===== src/rtl/regfile_scrub_if.sv =====
// Register-file bus: two read ports, one write port, clear request and
// scrub status. The master side drives addresses and write data.
interface regfile_scrub_if #(
  parameter int WIDTH  = 32,
  parameter int ADDR_W = 5
);
  logic [ADDR_W-1:0] ReadRegister1;
  logic [ADDR_W-1:0] ReadRegister2;
  logic [WIDTH-1:0]  ReadData1;
  logic [WIDTH-1:0]  ReadData2;
  logic [ADDR_W-1:0] WriteRegister;
  logic [WIDTH-1:0]  WriteData;
  logic              RegWrite;
  logic              Clear;
  logic              Busy;
  logic              WriteDropped;

  modport master (
    output ReadRegister1, ReadRegister2, WriteRegister, WriteData, RegWrite, Clear,
    input  ReadData1, ReadData2, Busy, WriteDropped
  );

  modport slave (
    input  ReadRegister1, ReadRegister2, WriteRegister, WriteData, RegWrite, Clear,
    output ReadData1, ReadData2, Busy, WriteDropped
  );
endinterface


===== src/rtl/regfile_scrub.sv =====
// Register file (r0 hardwired to zero) with a one-register-per-cycle clear engine.
// Define REGFILE_BYPASS_EN to forward a pending IDLE write to matching read ports.
module regfile_scrub #(
  parameter int WIDTH  = 32,
  parameter int ADDR_W = 5
) (
  input  logic          Clk,
  input  logic          Reset,
  regfile_scrub_if.slave bus
);
  localparam int DEPTH = 2 ** ADDR_W;

  typedef enum logic {
    IDLE,
    SCRUB
  } state_t;

  state_t            state;
  logic [ADDR_W-1:0] pointer;
  logic [WIDTH-1:0]  regs [DEPTH];
  logic              busy;
  logic              write_dropped;

  logic              write_hit;
  logic              write_ok;
  logic              write_drop;
  logic              last_ptr;
  logic [WIDTH-1:0]  read1;
  logic [WIDTH-1:0]  read2;

  // A write to r0 is neither performed nor reported as dropped.
  assign write_hit  = bus.RegWrite && (bus.WriteRegister != '0);
  assign write_ok   = write_hit && (state == IDLE) && !bus.Clear;
  assign write_drop = write_hit && ((state == SCRUB) || bus.Clear);
  assign last_ptr   = (pointer == ADDR_W'(DEPTH - 1));

  // NOTE: the storage array is reset like ordinary flops because reset must
  // zero every register at once; this rules out mapping it onto a RAM macro.
  always_ff @(posedge Clk or posedge Reset) begin
    if (Reset) begin
      for (int i = 0; i < DEPTH; i++) regs[i] <= '0;
      state         <= IDLE;
      pointer       <= ADDR_W'(1);
      busy          <= 1'b0;
      write_dropped <= 1'b0;
    end else begin
      write_dropped <= write_drop;
      case (state)
        IDLE: begin
          if (bus.Clear) begin
            state   <= SCRUB;
            pointer <= ADDR_W'(1);
            busy    <= 1'b1;
          end else if (write_ok) begin
            regs[bus.WriteRegister] <= bus.WriteData;
          end
        end
        SCRUB: begin
          // Clear requests here are ignored: the sweep neither restarts nor extends.
          regs[pointer] <= '0;
          if (last_ptr) begin
            state   <= IDLE;
            busy    <= 1'b0;
            pointer <= ADDR_W'(1);
          end else begin
            pointer <= pointer + ADDR_W'(1);
          end
        end
      endcase
    end
  end

  // NOTE: every variable assigned in always_comb gets a default first, so no
  // path through the block can leave it holding a value and infer a latch.
  always_comb begin
    read1 = '0;
    read2 = '0;
    if (!busy) begin
      if (bus.ReadRegister1 != '0) read1 = regs[bus.ReadRegister1];
      if (bus.ReadRegister2 != '0) read2 = regs[bus.ReadRegister2];
`ifdef REGFILE_BYPASS_EN
      if (write_ok && (bus.ReadRegister1 == bus.WriteRegister)) read1 = bus.WriteData;
      if (write_ok && (bus.ReadRegister2 == bus.WriteRegister)) read2 = bus.WriteData;
`endif
    end
  end

  assign bus.ReadData1    = read1;
  assign bus.ReadData2    = read2;
  assign bus.Busy         = busy;
  assign bus.WriteDropped = write_dropped;
endmodule


===== src/flat_wrapper.sv =====
// flat-port wrapper written by rule: the top's interface ports become plain ports
module regfile_scrub_flat 
#(
  parameter int WIDTH  = 32,
  parameter int ADDR_W = 5
)
  (Clk, Reset, bus_ReadRegister1, bus_ReadRegister2, bus_WriteRegister, bus_WriteData, bus_RegWrite, bus_Clear, bus_ReadData1, bus_ReadData2, bus_Busy, bus_WriteDropped);
  regfile_scrub_if #(.WIDTH(WIDTH), .ADDR_W(ADDR_W)) bus_i ();
  input  logic Clk;
  input  logic Reset;
  input wire logic [$bits(bus_i.ReadRegister1)-1:0] bus_ReadRegister1;
  input wire logic [$bits(bus_i.ReadRegister2)-1:0] bus_ReadRegister2;
  input wire logic [$bits(bus_i.WriteRegister)-1:0] bus_WriteRegister;
  input wire logic [$bits(bus_i.WriteData)-1:0] bus_WriteData;
  input wire logic [$bits(bus_i.RegWrite)-1:0] bus_RegWrite;
  input wire logic [$bits(bus_i.Clear)-1:0] bus_Clear;
  output wire logic [$bits(bus_i.ReadData1)-1:0] bus_ReadData1;
  output wire logic [$bits(bus_i.ReadData2)-1:0] bus_ReadData2;
  output wire logic [$bits(bus_i.Busy)-1:0] bus_Busy;
  output wire logic [$bits(bus_i.WriteDropped)-1:0] bus_WriteDropped;
  assign bus_i.ReadRegister1 = bus_ReadRegister1;
  assign bus_i.ReadRegister2 = bus_ReadRegister2;
  assign bus_i.WriteRegister = bus_WriteRegister;
  assign bus_i.WriteData = bus_WriteData;
  assign bus_i.RegWrite = bus_RegWrite;
  assign bus_i.Clear = bus_Clear;
  assign bus_ReadData1 = bus_i.ReadData1;
  assign bus_ReadData2 = bus_i.ReadData2;
  assign bus_Busy = bus_i.Busy;
  assign bus_WriteDropped = bus_i.WriteDropped;
  regfile_scrub #(.WIDTH(WIDTH), .ADDR_W(ADDR_W)) u_core (.Clk(Clk), .Reset(Reset), .bus(bus_i));
endmodule

===== config.mk =====
export PLATFORM = sky130hd
export DESIGN_NAME = regfile_scrub_flat
export DESIGN_NICKNAME = d
export VERILOG_FILES = /design/src/rtl/regfile_scrub_if.sv /design/src/rtl/regfile_scrub.sv /design/src/flat_wrapper.sv
export SDC_FILE = /design/constraint.sdc
export NUM_CORES = 2
export LEC_CHECK = 0
export ABC_CLOCK_PERIOD_IN_PS = 43500
export CORE_UTILIZATION = 40
export DETAILED_ROUTE_END_ITERATION = 10
export GPL_TIMING_DRIVEN = 0
export PLACE_DENSITY_LB_ADDON = 0.08
export REMOVE_ABC_BUFFERS = 1
export SLEW_MARGIN = 20
export SYNTH_ARGS = -nofsm -noshare
export SYNTH_HDL_FRONTEND = slang
export SYNTH_SLANG_ARGS = --single-unit

===== constraint.sdc =====
create_clock -name Clk -period 43.5 [get_ports Clk]
set_clock_uncertainty 0.05 [all_clocks]
set_input_delay 8.7 -clock Clk [delete_from_list [all_inputs] [get_ports Clk]]
set_output_delay 8.7 -clock Clk [all_outputs]
set_load 0.1 [all_outputs]

==> out/qor.txt <==
die outline width -> 375 um
share of final-layout standard cells stronger than drive strength 1 -> 15.0%
Setup Crit Path Kind -> input port to output port
CTS HTree Levels -> 3
worst endpoint required time -> 34.75 ns
Final Util -> 47.4%
post-synthesis compound-gate area fraction -> 16.8%
min-delay worst type -> register to register
maximum root-to-sink buffer count -> 3
vias in the first global route -> 45.0k
first-pass iteration count of the detailed router -> 5
largest cells by area after synthesis -> dfrtp_1, nand2_1, mux4_2, mux2i_1, o21ai_0
number of pins exceeding their max-slew limit in the final report -> 0
final instance count without filler cells -> 7,424
area share of xor/xnor cells in the synthesized design -> 0.0316%
MaxCap Viol Count -> 0
dpl cells -> 7,209
synthesized instance count -> 5,618
Clock Tree Root -> clkbuf_16
post-synthesis simple-gate area fraction -> 13.2%
power density normalized to cell area -> 56.6 mW/mm^2
layer with the highest usage -> met2
dominant combinational cell family by area after synthesis -> multiplexers
maximum fanout along the worst path -> 70
DP Wirelength -> 154,000 um
global-route wire length before repair -> 331,000 um
Mapped Avg Cell Area -> 9.88 um^2
area of the mapped netlist -> 0.0555 mm^2
number of enable flip-flop cells after synthesis -> 0
warning count from the yosys run -> 0
area added between synthesis and finish -> 17.6%
post-synthesis share of cell area spent on full adders, half adders and majority gates -> 0.113%
post-cts hold buffer count -> 0
latest clock arrival within the worst-skew pair -> 0.78 ns
count of antenna diodes in the layout -> 0
final routed DRC violation total -> 0
post-synthesis cell type with the largest combined area -> dfrtp_1
type of element launching the critical path -> input port
cts bufs inserted -> 119
die height -> 375 um
number of routed nets with antenna violations -> 0
number of failing hold endpoints at the final stage -> 0
number of placement rows -> 136
Slew @ Worst Pin -> 1.10 ns
Worst VDD drop -> 0.0377 mV
number of nets in the layout -> 5,592
clock slew seen by the registers of the worst setup and hold paths -> 0.06 ns
Cell variety after synth -> 53
met1 Use GR -> 46.8%
initial antenna violation count -> 6
mux share of post-synthesis cell area -> 19.0%
CTS sink cnt -> 1,031
crit share post-route -> 50.1%
worst slew slack as a fraction of its limit -> 26.8%
Final Total Pwr -> 3700 uW
CTS tree -> built
initial core utilization -> 40.3%
post-layout minimum cycle time -> 21.81 ns
overall die area -> 0.140 mm^2
Primary FF master, synth -> dfrtp_1
portion of synthesized cell area occupied by the leading cell type -> 46.4%
met3 track demand over resource in global routing -> 7.13%
via count normalized by instance count -> 6.27
WHS -> 0.429 ns
residual overflow from global routing -> 0
status -> finished, final reports clean
via count -> 46.6k
# setup viols final -> 0
sequential area share after synthesis -> 46.5%
Max Clock Freq -> 45.8 MHz
boundary pin count -> 117
total core area -> 0.138 mm^2
Buffers on Ports -> 116
crit end category -> output port
leakage component of the power -> 0.0283 uW
arrival time at the worst endpoint -> 13.06 ns
CTS resizes -> 0
wire length per cell after detailed routing -> 31.3 um
largest net degree at the start of global routing -> 99
r2r setup slk -> 39.80 ns
global routing usage on met2 -> 48.0%
overall track demand over capacity in global routing -> 32.7%
Total Neg Setup Slack -> 0 ns
fraction of registers with async set/reset -> 100%
synthesis-stage register bit count -> 1,031
drt total wl -> 232,000 um
global placer's final weighted congestion -> 0.779
Setup Buffers After CTS -> 0
number of violations reported at the end of detailed-routing iteration 0 -> 5,337
setup repair after global routing missed its margin -> false
## through the flow
stage / area (um^2) / setup WS [ns]
5_1_grt: 65300 / 21.63
3_3_place_gp: 56500 / -9.58
6_report: 65300 / 21.69
2_1_floorplan: 53100 / 5.74
4_1_cts: 65300 / 21.66
3_5_place_dp: 61300 / 21.67
## cells by family (layout without fill, tap and decap cells)
group / after synthesis / in the layout
flip-flops: 1031 / 1031
XOR/XNOR: 2 / 2
AO/OA/AOI/OAI: 1490 / 1490
AND/OR/NAND/NOR: 1751 / 1751
multiplexers: 737 / 737
adder cells (fa/ha/maj): 5 / 5
buffers and inverters: 602 / 614
## registers in the layout (all words and copies together), names as in the netlist
name	flops
u_core.pointer	5
u_core.state	1
u_core.bus.Busy	1
u_core.regs	1023
u_core.bus.WriteDropped	1
## where the power goes
part / internal (uW) / total [uW] / leakage [uW] / switching [uW]
clock: 613 / 1050 / 0.00195 / 439
combinational: 431 / 1080 / 0.0129 / 646
sequential: 1300 / 1570 / 0.0134 / 268
total: 2340 / 3700 / 0.0283 / 1350
## cell usage in the layout (no fill, tap or decap), drive strengths merged, types with 3 or more instances in the layout
cell,instances
mux2i,483
nand3,8
mux4,254
dfrtp,1030
a22oi,190
clkbuf,183
a221oi,32
bufinv,10
nand2,1557
nor2b,8
nor3,27
nand3b,8
a22o,258
or3b,9
or3,3
nor4b,3
nor4,7
and2,36
a21oi,9
or2,3
ha,5
inv,10
clkinv,16
clkinvlp,3
clkdlybuf4s50,80
buf,312
and3,5
o22ai,191
nand2b,3
o21ai,800
nand4,63
nor2,5
## final timing paths
path,from,to,depth (start not counted)
worst max-delay path,bus_ReadRegister2[1],bus_ReadData2[30],9
worst min-delay path,u_core.regs[999],u_core.regs[999],1
worst max register to register,u_core.state,u_core.regs[129],7
worst min register to register,u_core.regs[999],u_core.regs[999],1
max in group asynchronous,Reset,u_core.regs[724],5
min in group asynchronous,Reset,u_core.regs[833],2
## worst max-delay path: stages
cell             delay, ns
buf_8                 0.36
buf_16                0.41
buf_16                0.37
buf_16                0.33
or2_4                 0.75
o22ai_1               0.22
a22oi_1               0.30
nand4_1               0.28
clkdlybuf4s50_1       1.07
## final cells by class
class                      instances  area, um^2
clock inverter                    32         484
inverter                           7        33.8
multi-input combinational       3985       27800
fill                           12500       72400
clock buffer                     183        3520
tap                             1794        2240
sequential                      1031       25800
timing repair buffer             392        5390
## per-layer routing
metal	share of wire, %	vias to the layer above
met5	0.012	-
met4	4.4	6
met3	9.2	552
met2	43	2485
met1	43	23500
li1	-	20100
## cell usage after synthesis (2+ instances only)
cell type,count
a21oi_1,9
a221oi_1,32
a22o_1,258
a22oi_1,190
a32o_1,2
and2_1,35
and3_1,5
and3b_1,2
and4b_1,2
buf_1,24
buf_2,127
clkbuf_1,440
clkbuf_2,2
dfrtp_1,1030
ha_1,5
inv_1,6
mux2i_1,483
mux4_2,254
nand2_1,1557
nand2b_1,3
nand3_1,8
nand3b_1,8
nand4_1,63
nor2_1,5
nor2b_1,8
nor3_1,4
nor3_2,14
nor3_4,9
nor4_4,7
nor4b_1,3
o21ai_0,779
o21ai_1,21
o22ai_1,191
o32ai_1,2
or2_2,3
or3_1,3
or3b_1,4
or3b_2,5
No activity file was read; power rests on OpenSTA's default activity.
